$ cat src/rtl/jk_seq_pkg.sv
// -----------------------------------------------------------------------------
// jk_seq_pkg
// Shared types and helpers for the JK command sequencer:
//   jk_op_e    : 2-bit command opcode (HOLD, RST, SET, TGL)
//   jk_state_e : sequencer FSM state (IDLE, DRIVE)
//   op_to_jk() : maps an opcode to the {j,k} drive pair
//   jk_next_q(): behaviour of an ideal JK latch, used by the optional checker
// -----------------------------------------------------------------------------
package jk_seq_pkg;

  typedef enum logic [1:0] {
    HOLD = 2'b00,  // j=0 k=0
    RST  = 2'b01,  // j=0 k=1
    SET  = 2'b10,  // j=1 k=0
    TGL  = 2'b11   // j=1 k=1
  } jk_op_e;

  typedef enum logic {
    IDLE  = 1'b0,
    DRIVE = 1'b1
  } jk_state_e;

  // Returns {j, k} for a given opcode.
  function automatic logic [1:0] op_to_jk(input jk_op_e op);
    logic [1:0] jk;
    jk = 2'b00;
    case (op)
      HOLD:    jk = 2'b00;
      RST:     jk = 2'b01;
      SET:     jk = 2'b10;
      TGL:     jk = 2'b11;
      default: jk = 2'b00;
    endcase
    return jk;
  endfunction

  // Next state of an ideal JK latch given the current drive and state.
  function automatic logic jk_next_q(input logic j, input logic k, input logic q);
    logic nq;
    nq = q;
    case ({j, k})
      2'b01:   nq = 1'b0;
      2'b10:   nq = 1'b1;
      2'b11:   nq = ~q;
      default: nq = q;
    endcase
    return nq;
  endfunction

endpackage

$ cat src/rtl/jk_cmd_fifo.sv
// -----------------------------------------------------------------------------
// jk_cmd_fifo
// In-order circular command buffer with an occupancy count of 0..DEPTH.
// Ports:
//   clk, rst           : clock, synchronous active-high reset (empties buffer)
//   push, wr_data      : write request and payload (ignored when full)
//   pop                : consume the head entry (ignored when empty)
//   rd_data            : current head entry, valid while empty==0
//   full, empty        : occupancy flags, derived from the registered count
// The head is read combinationally so the sequencer can pop and load a command
// on the same edge. A push into an empty buffer only becomes visible after the
// edge that writes it, so there is no write-to-read bypass.
// -----------------------------------------------------------------------------
module jk_cmd_fifo #(
  parameter int DEPTH = 4,
  parameter int WIDTH = 6
) (
  input  logic             clk,
  input  logic             rst,
  input  logic             push,
  input  logic [WIDTH-1:0] wr_data,
  input  logic             pop,
  output logic [WIDTH-1:0] rd_data,
  output logic             full,
  output logic             empty
);

  localparam int PTR_W = (DEPTH > 1) ? $clog2(DEPTH) : 1;
  localparam int CNT_W = $clog2(DEPTH + 1);

  logic [WIDTH-1:0] mem_q [DEPTH];
  logic [PTR_W-1:0] wr_ptr_q, wr_ptr_d;
  logic [PTR_W-1:0] rd_ptr_q, rd_ptr_d;
  logic [CNT_W-1:0] count_q,  count_d;
  logic             push_ok;
  logic             pop_ok;

  assign full    = (count_q == CNT_W'(DEPTH));
  assign empty   = (count_q == '0);
  assign push_ok = push & ~full;
  assign pop_ok  = pop & ~empty;
  assign rd_data = mem_q[rd_ptr_q];

  // DEPTH is a power of two, so the pointers wrap by natural overflow.
  always_comb begin
    wr_ptr_d = wr_ptr_q;
    rd_ptr_d = rd_ptr_q;
    count_d  = count_q;
    if (push_ok) wr_ptr_d = wr_ptr_q + PTR_W'(1);
    if (pop_ok)  rd_ptr_d = rd_ptr_q + PTR_W'(1);
    case ({push_ok, pop_ok})
      2'b10:   count_d = count_q + CNT_W'(1);
      2'b01:   count_d = count_q - CNT_W'(1);
      default: count_d = count_q;
    endcase
  end

  always_ff @(posedge clk) begin
    if (rst) begin
      wr_ptr_q <= '0;
      rd_ptr_q <= '0;
      count_q  <= '0;
    end else begin
      wr_ptr_q <= wr_ptr_d;
      rd_ptr_q <= rd_ptr_d;
      count_q  <= count_d;
    end
  end

  // Storage carries no reset; entries are only read once written.
  always_ff @(posedge clk) begin
    if (push_ok) mem_q[wr_ptr_q] <= wr_data;
  end

endmodule

$ cat src/rtl/jk_cmd_sequencer.sv
// -----------------------------------------------------------------------------
// jk_cmd_sequencer
// Queues JK drive commands and plays each one onto registered j/k outputs for
// cmd_len+1 cycles, back-to-back with no idle gap between queued commands.
// Ports:
//   clk, rst               : clock, synchronous active-high reset
//   cmd_valid / cmd_ready  : command handshake (cmd_ready = FIFO not full)
//   cmd_op, cmd_len        : opcode (HOLD/RST/SET/TGL) and repeat count
//   j, k                   : registered drive to the downstream JK latch
//   busy                   : FSM driving or commands still queued
//   q_in                   : downstream latch output (checker input)
//   mismatch               : sticky checker failure flag
// Optional feature: define JK_SEQ_CHECK_EN to build a latch model that compares
// q_in against the expected latch state; otherwise mismatch is tied to 0.
// -----------------------------------------------------------------------------
module jk_cmd_sequencer
  import jk_seq_pkg::*;
#(
  parameter int DEPTH = 4,
  parameter int LEN_W = 4
) (
  input  logic             clk,
  input  logic             rst,
  input  logic             cmd_valid,
  output logic             cmd_ready,
  input  logic [1:0]       cmd_op,
  input  logic [LEN_W-1:0] cmd_len,
  output logic             j,
  output logic             k,
  output logic             busy,
  input  logic             q_in,
  output logic             mismatch
);

  localparam int DW = 2 + LEN_W;

  logic             fifo_full;
  logic             fifo_empty;
  logic             fifo_push;
  logic             fifo_pop;
  logic [DW-1:0]    head;
  jk_op_e           head_op;
  logic [LEN_W-1:0] head_len;

  jk_state_e        state_q, state_d;
  logic [LEN_W-1:0] cnt_q,   cnt_d;
  logic             j_q,     j_d;
  logic             k_q,     k_d;

  assign cmd_ready = ~fifo_full;
  assign fifo_push = cmd_valid & ~fifo_full;

  jk_cmd_fifo #(
    .DEPTH (DEPTH),
    .WIDTH (DW)
  ) u_fifo (
    .clk     (clk),
    .rst     (rst),
    .push    (fifo_push),
    .wr_data ({cmd_op, cmd_len}),
    .pop     (fifo_pop),
    .rd_data (head),
    .full    (fifo_full),
    .empty   (fifo_empty)
  );

  assign head_op  = jk_op_e'(head[DW-1:LEN_W]);
  assign head_len = head[LEN_W-1:0];

  // A new command is loaded whenever one is queued and the current one (if any)
  // is on its final cycle; this gives gap-free back-to-back playback.
  always_comb begin
    state_d  = state_q;
    cnt_d    = cnt_q;
    j_d      = j_q;
    k_d      = k_q;
    fifo_pop = 1'b0;
    if (state_q == DRIVE && cnt_q != '0) begin
      cnt_d = cnt_q - LEN_W'(1);
    end else if (!fifo_empty) begin
      fifo_pop   = 1'b1;
      state_d    = DRIVE;
      cnt_d      = head_len;
      {j_d, k_d} = op_to_jk(head_op);
    end else begin
      state_d = IDLE;
      j_d     = 1'b0;
      k_d     = 1'b0;
    end
  end

  always_ff @(posedge clk) begin
    if (rst) begin
      state_q <= IDLE;
      cnt_q   <= '0;
      j_q     <= 1'b0;
      k_q     <= 1'b0;
    end else begin
      state_q <= state_d;
      cnt_q   <= cnt_d;
      j_q     <= j_d;
      k_q     <= k_d;
    end
  end

  assign j    = j_q;
  assign k    = k_q;
  assign busy = (state_q == DRIVE) | ~fifo_empty;

`ifdef JK_SEQ_CHECK_EN
  // q_exp follows the registered j/k one edge later, exactly as the external
  // latch does. Comparison is armed once the first command has been driven for
  // a full cycle, so q_in has had an edge to respond.
  logic q_exp_q,    q_exp_d;
  logic armed_q,    armed_d;
  logic mismatch_q, mismatch_d;

  always_comb begin
    q_exp_d    = jk_next_q(j_q, k_q, q_exp_q);
    armed_d    = armed_q | (state_q == DRIVE);
    mismatch_d = mismatch_q | (armed_q & (q_in != q_exp_q));
  end

  always_ff @(posedge clk) begin
    if (rst) begin
      q_exp_q    <= 1'b0;
      armed_q    <= 1'b0;
      mismatch_q <= 1'b0;
    end else begin
      q_exp_q    <= q_exp_d;
      armed_q    <= armed_d;
      mismatch_q <= mismatch_d;
    end
  end

  assign mismatch = mismatch_q;
`else
  logic unused_q_in;
  assign unused_q_in = q_in;
  assign mismatch    = 1'b0;
`endif

endmodule

$ cat config.mk
export PLATFORM = sky130hd
export DESIGN_NAME = jk_cmd_sequencer
export DESIGN_NICKNAME = d
export VERILOG_FILES = /design/src/rtl/jk_seq_pkg.sv /design/src/rtl/jk_cmd_fifo.sv /design/src/rtl/jk_cmd_sequencer.sv
export SDC_FILE = /design/constraint.sdc
export NUM_CORES = 1
export LEC_CHECK = 0
export ABC_CLOCK_PERIOD_IN_PS = 2860
export CORE_ASPECT_RATIO = 1.2
export CORE_MARGIN = 2
export CORE_UTILIZATION = 55
export DETAILED_ROUTE_END_ITERATION = 7
export PLACE_DENSITY = 0.76
export SYNTH_ARGS = -nofsm -noshare
export SYNTH_HDL_FRONTEND = slang
export SYNTH_SLANG_ARGS = --single-unit
$ cat constraint.sdc
create_clock -name clk -period 2.86 [get_ports clk]
set_clock_uncertainty 0.1 [all_clocks]
set_input_delay 0.286 -clock clk [delete_from_list [all_inputs] [get_ports clk]]
set_output_delay 0.286 -clock clk [all_outputs]
set_load 0.01 [all_outputs]
==> out/qor.csv, run 1 <==
metric,value,unit
"slowest stage delay, CP",0.49,ns
CTS Buf Count,5,
unrepaired setup endpoints after global routing,false,
Mapped Area,0.00180,mm2
CP Class,reg -> reg,
die width,56.3,um
WL final,3260,um
largest net degree at the start of global routing,18,
first-pass GRT wire length,5600,um
GP Congestion,0.736,
CTS tree,built,
Final Max Tran Viols,0,
Ant. Diodes,0,
Synth Flop Type,edfxtp_1,
Max-Cap Viols,0,
via count,1161,
multi-input gate area in the final layout,684,um2
DR top layer,met4,
setup bufs post-CTS,0,
Synth Net Count,160,
type of origin of the critical path,flip-flop,
Max-slew headroom,0.582,
CTS Sinks,40,
post-synthesis sequential area ratio,0.577,
WL/cell,16.8,um
Final Hold Viols,0,
H-tree depth,2,
DR iter-0 viols,34,
non-filler instance count after layout,194,
"Power, Total",0.00196,W
Total Routing Usage GR,0.204,
Unique masters post-synth,43,
"commonest non-fill, non-tap cell in the layout",edfxtp_1,
initial antenna violation count,0,
I/O Pins,15,
Crit Path Max Fanout,12,
Yosys warning count,0,
worst slew pin tran,0.626,ns
sequential cell area,0.00104,mm2
Period minus WS final,2.67,ns
DRC Markers,0,
Hold Buf Count CTS,0,
DPL Wire Length,2330,um
insertion delay to the later sink of the worst-skew pair,0.35,ns
slowest CP cell,fa_1,
vias in the first global route,1188,
row count,22,
status,"finished, final reports clean",
Setup Total Neg Slack,0,ns
share of layout cells above drive strength 1,0.152,
area grow syn2layout,12.6,%
HP Class,reg -> reg,
Syn Inst Count,144,
CP Cell Sequence,inv_1 > ha_1 > or3b_4 > and2_1 > nor3_1 > fa_1 > a21o_1 > a31oi_1 > o22ai_1,
Via density,5.98,
First-pass DRT Iterations,4,
Final #Nets,173,
data arrival time of the worst path,2.80,ns
final setup fails,0,
root buffer cell,clkbuf_4,
core area,0.00308,mm2
CTS max path bufs,2,
Final period util,0.934,
dpl cells,186,
CP Capture Type,flip-flop,
Post-DRT Antenna Nets,0,
fmax,374,MHz
VDD IR-drop max,0.576,mV
pwr dens,964,mW/mm2
most frequent cells in the layout,"24 x edfxtp_1, 16 x dfxtp_1, 12 x clkdlybuf4s50_1",
Die ar.,0.00375,mm2
Post-synth EDFFs,24,
"Reg clk slew, reported paths",0.12,ns
synthesized area per cell,12.5,um2
Metal-1 WL,1390,um
# resized after CTS,0,
DR WL met2,1650,um
met3 wire len,119,um
asr flop ratio synth,0,
grt ovf,0,
Initial Utilization,0.585,
Die Y,66.7,um
WP data required,2.98,ns
leakage,0.713,nW
FILL cells,230,
Seq cells post-synth,40,
IO Port Bufs,12,
layout make-up:
| class | count | area share |
|---|---|---|
| multi-input cells | 86 | 0.337 |
| clock inverters | 3 | 0.0209 |
| inverters | 8 | 0.0148 |
| repair buffers | 16 | 0.0739 |
| clock buffers | 5 | 0.0185 |
| flip-flops and latches | 40 | 0.513 |
| well taps | 36 | 0.0222 |
per-layer routing:
| layer | GRT usage | up-vias |
|---|---|---|
| met2 | 0.344 | 21 |
| li1 | - | 566 |
| met4 | 0.101 | 0 |
| met3 | 0.0563 | 11 |
| met1 | 0.242 | 563 |
| met5 | 0 | - |
where the power goes:
group / leakage [nW] / internal (W) / total, W / switching, W
sequential: 0.352 / 0.000726 / 0.000837 / 0.000111
clock: 0.0412 / 0.000182 / 0.000369 / 0.000186
combinational: 0.320 / 0.000367 / 0.000752 / 0.000385
total: 0.713 / 0.00128 / 0.00196 / 0.000682
flip-flops by register name, summed over array words and instances, names as in the netlist, named ones only:
name / count
cnt_q: 4
j: 1
k: 1
state_q: 1
u_fifo.count_q: 3
u_fifo.mem_q: 24
u_fifo.rd_ptr_q: 2
u_fifo.wr_ptr_q: 2
stage by stage:
step / hold WS, ns / cell area, um2 / utilization / setup WS [ns]
final: 0.415 / 2030 / 0.659 / 0.187
after global routing: 0.437 / 2030 / 0.659 / 0.0635
after CTS: 0.419 / 2030 / 0.659 / 0.205
after detailed placement: 0.402 / 1950 / 0.633 / 0.223
after global placement: 0.380 / 1950 / 0.633 / 0.306
after floorplan: 0.285 / 1800 / - / 0.347
final timing paths:
path                                          from            endpoint  slack [ns]  cells after the start
worst min register to register  u_fifo.wr_ptr_q[1]  u_fifo.wr_ptr_q[1]        0.41                      2
worst min-delay path            u_fifo.wr_ptr_q[1]  u_fifo.wr_ptr_q[1]        0.41                      2
worst max-delay path                      cnt_q[0]   u_fifo.count_q[1]        0.19                      9
worst max register to register            cnt_q[0]   u_fifo.count_q[1]        0.19                      9
cells in the mapped netlist, types with 3 or more instances:
cell	instances	area share
a31oi_1	4	0.014
a22oi_1	4	0.017
mux4_2	6	0.075
o21ai_0	3	0.0083
nand2_1	6	0.012
a21oi_1	6	0.017
ha_1	5	0.035
edfxtp_1	24	0.40
nand3_1	3	0.0083
nor2_1	11	0.023
xnor2_1	3	0.015
inv_1	8	0.017
dfxtp_1	16	0.18
and3_1	4	0.014
clkbuf_1	5	0.010
a211oi_1	3	0.012
logic make-up (layout without fill, tap and decap cells):
| family | Yosys count | in the layout | share of synthesized area |
|---|---|---|---|
| other cells | 1 | 1 | 0.00208 |
| flops | 40 | 40 | 0.577 |
| buf+inv | 18 | 32 | 0.0430 |
| fa+ha+maj | 6 | 6 | 0.0458 |
| compound gates | 30 | 30 | 0.117 |
| xor+xnor | 3 | 3 | 0.0146 |
| mux | 7 | 7 | 0.0812 |
| simple gates | 39 | 39 | 0.119 |
worst max-delay path: cells and delay by family, from the launching register on:
family | cells | cell delay (ns)
flops | 1 | 0.36
simple gates | 3 | 0.89
compound gates | 3 | 0.46
fa+ha+maj | 2 | 0.68
buf+inv | 1 | 0.07
Note: power is estimated with default switching activity, not from simulation.
==> run 2, diff against run 1 <==
- RECOVER_POWER: not set -> 50
==> run 2 against run 1 <==
  * Maximum frequency about the same
  * Final cell count unchanged
  * Via count grew 0.17%
  * Utilization is the same
  * Die area did not move
  * First-iteration DRC count increased by 2.9%
  * Hold slack lost 0.0013 ns
  * Sequential share of layout area stayed put
  * Wire length is 0.49% lower
  * Power fell by 0.30%
  * Critical endpoint unchanged
==> out/qor.csv, run 2 (same netlist as run 1, synthesis figures left out) <==
metric,value,unit,change
combinational share of power,0.383,,was 0.384
M2 GR Usage,0.344,,unchanged
# resized after CTS,0,,unchanged
type of origin of the critical path,flip-flop,,unchanged
Die Y,66.7,um,unchanged
area grow syn2layout,12.6,%,unchanged
data arrival time of the worst path,2.80,ns,about the same
grt ovf,0,,unchanged
leakage,0.721,nW,was 0.713 nW
Final Hold Viols,0,,unchanged
CTS tree,built,,unchanged
Via density,5.99,,was 5.98
Max-slew headroom,0.584,,was 0.582
fmax,374,MHz,about the same
M1 GR Usage,0.242,,unchanged
CTS Sinks,40,,unchanged
Flop pwr share,0.428,,was 0.427
pwr dens,961,mW/mm2,was 964 mW/mm2
H-tree depth,2,,unchanged
DPL Wire Length,2330,um,unchanged
clock power share,0.189,,was 0.188
WL final,3250,um,was 3260 um
unrepaired setup endpoints after global routing,false,,unchanged
WL/cell,16.7,um,was 16.8 um
FILL cells,230,,unchanged
Hold Buf Count CTS,0,,unchanged
First-pass DRT Iterations,4,,unchanged
Largest register FFs,24,,unchanged
Ant. Diodes,0,,unchanged
vias in the first global route,1188,,unchanged
"Reg clk slew, reported paths",0.12,ns,about the same
non-filler instance count after layout,194,,unchanged
WP data required,2.98,ns,about the same
final setup fails,0,,unchanged
Max-Cap Viols,0,,unchanged
Final period util,0.934,,about the same
CP Class,reg -> reg,,unchanged
Total Routing Usage GR,0.204,,unchanged
first-pass GRT wire length,5600,um,unchanged
IO Port Bufs,12,,unchanged
worst slew pin tran,0.622,ns,was 0.626 ns
most frequent cells in the layout,"24 x edfxtp_1, 16 x dfxtp_1, 11 x nor2_1",,"was 24 x edfxtp_1, 16 x dfxtp_1, 12 x clkdlybuf4s50_1"
insertion delay to the later sink of the worst-skew pair,0.35,ns,about the same
I/O Pins,15,,unchanged
Final Max Tran Viols,0,,unchanged
Hold WS,0.414,ns,was 0.415 ns
Initial Utilization,0.585,,unchanged
die width,56.3,um,unchanged
row count,22,,unchanged
Top Registers,"u_fifo.mem_q x24, cnt_q x4, u_fifo.count_q x3",,unchanged
via count,1163,,"was 1,161"
Int Power,0.00127,W,was 0.00128 W
VDD IR-drop max,0.576,mV,about the same
core area,0.00308,mm2,unchanged
Period minus WS final,2.67,ns,about the same
Post-DRT Antenna Nets,0,,unchanged
Sw Share,0.349,,about the same
root buffer cell,clkbuf_4,,unchanged
CTS max path bufs,2,,unchanged
CP Capture Type,flip-flop,,unchanged
DRC Markers,0,,unchanged
GP Congestion,0.736,,unchanged
Psw,0.000682,W,about the same
Final #Nets,173,,unchanged
Die ar.,0.00375,mm2,unchanged
Most Crowded Layer GR,met2,,unchanged
Crit Path Max Fanout,12,,unchanged
status,"finished, final reports clean",,unchanged
dpl cells,186,,unchanged
HP Class,reg -> reg,,unchanged
share of layout cells above drive strength 1,0.152,,unchanged
grt met3 use,0.0563,,unchanged
setup bufs post-CTS,0,,unchanged
initial antenna violation count,0,,unchanged
Top reg by flops,u_fifo.mem_q,,unchanged
largest net degree at the start of global routing,18,,unchanged
DR iter-0 viols,35,,was 34
"commonest non-fill, non-tap cell in the layout",edfxtp_1,,unchanged
Setup Total Neg Slack,0,ns,unchanged
CTS Buf Count,5,,unchanged
## run 2: cell count changes in the layout (fill, tap and decap cells not counted), sizes merged
cell	change
clkdlybuf4s50	-8
dlygate4sd3	+8
## run 2: area by class of cell
cell class | count | area [um2] | share of cell area
clock buffers | 5 | 37.5 | 0.0185
flip-flops and latches | 40 | 1040 | 0.513
inverters | 8 | 30.0 | 0.0148
multi-input cells | 86 | 684 | 0.337
clock inverters | 3 | 42.5 | 0.0209
well taps | 36 | 45.0 | 0.0222
repair buffers | 16 | 150 | 0.0739
## run 2: final timing paths
check	from	to	slack, ns	cells after the start
min	u_fifo.wr_ptr_q[1]	u_fifo.wr_ptr_q[1]	0.41	2
min reg2reg	u_fifo.wr_ptr_q[1]	u_fifo.wr_ptr_q[1]	0.41	2
max	cnt_q[0]	u_fifo.count_q[1]	0.19	9
max reg2reg	cnt_q[0]	u_fifo.count_q[1]	0.19	9
## run 2: power groups by stage
stage / clock network, W / registers (W) / logic [W]
floorplan: 0 / 0.000808 / 0.000582
global placement: 0 / 0.000841 / 0.000713
detailed placement: 0 / 0.000852 / 0.000755
CTS: 0.000379 / 0.000838 / 0.000758
global route: 0.000401 / 0.000855 / 0.000830
finish: 0.000369 / 0.000836 / 0.000747
## run 2: critical path, stage by stage (launching register included)
cell     delay [ns]
dfxtp_1        0.36
inv_1          0.07
ha_1           0.19
or3b_4         0.48
and2_1         0.20
nor3_1         0.21
fa_1           0.49
a21o_1         0.18
a31oi_1        0.18
o22ai_1        0.10
## run 2: metal layers
| layer | routed length (um) | part of all wire |
|---|---|---|
| met4 | 107 | 0.033 |
| met5 | 0 | 0 |
| met1 | 1370 | 0.42 |
| met2 | 1660 | 0.51 |
| met3 | 107 | 0.033 |
## run 2: per-stage QoR
step / util / setup slack (ns) / area [um2] / total power [W]
finish: 0.659 / 0.188 / 2030 / 0.00195
global route: 0.659 / 0.0635 / 2030 / 0.00209
CTS: 0.659 / 0.205 / 2030 / 0.00198
global placement: 0.633 / 0.306 / 1950 / 0.00155
floorplan: - / 0.347 / 1800 / 0.00139
detailed placement: 0.633 / 0.223 / 1950 / 0.00161
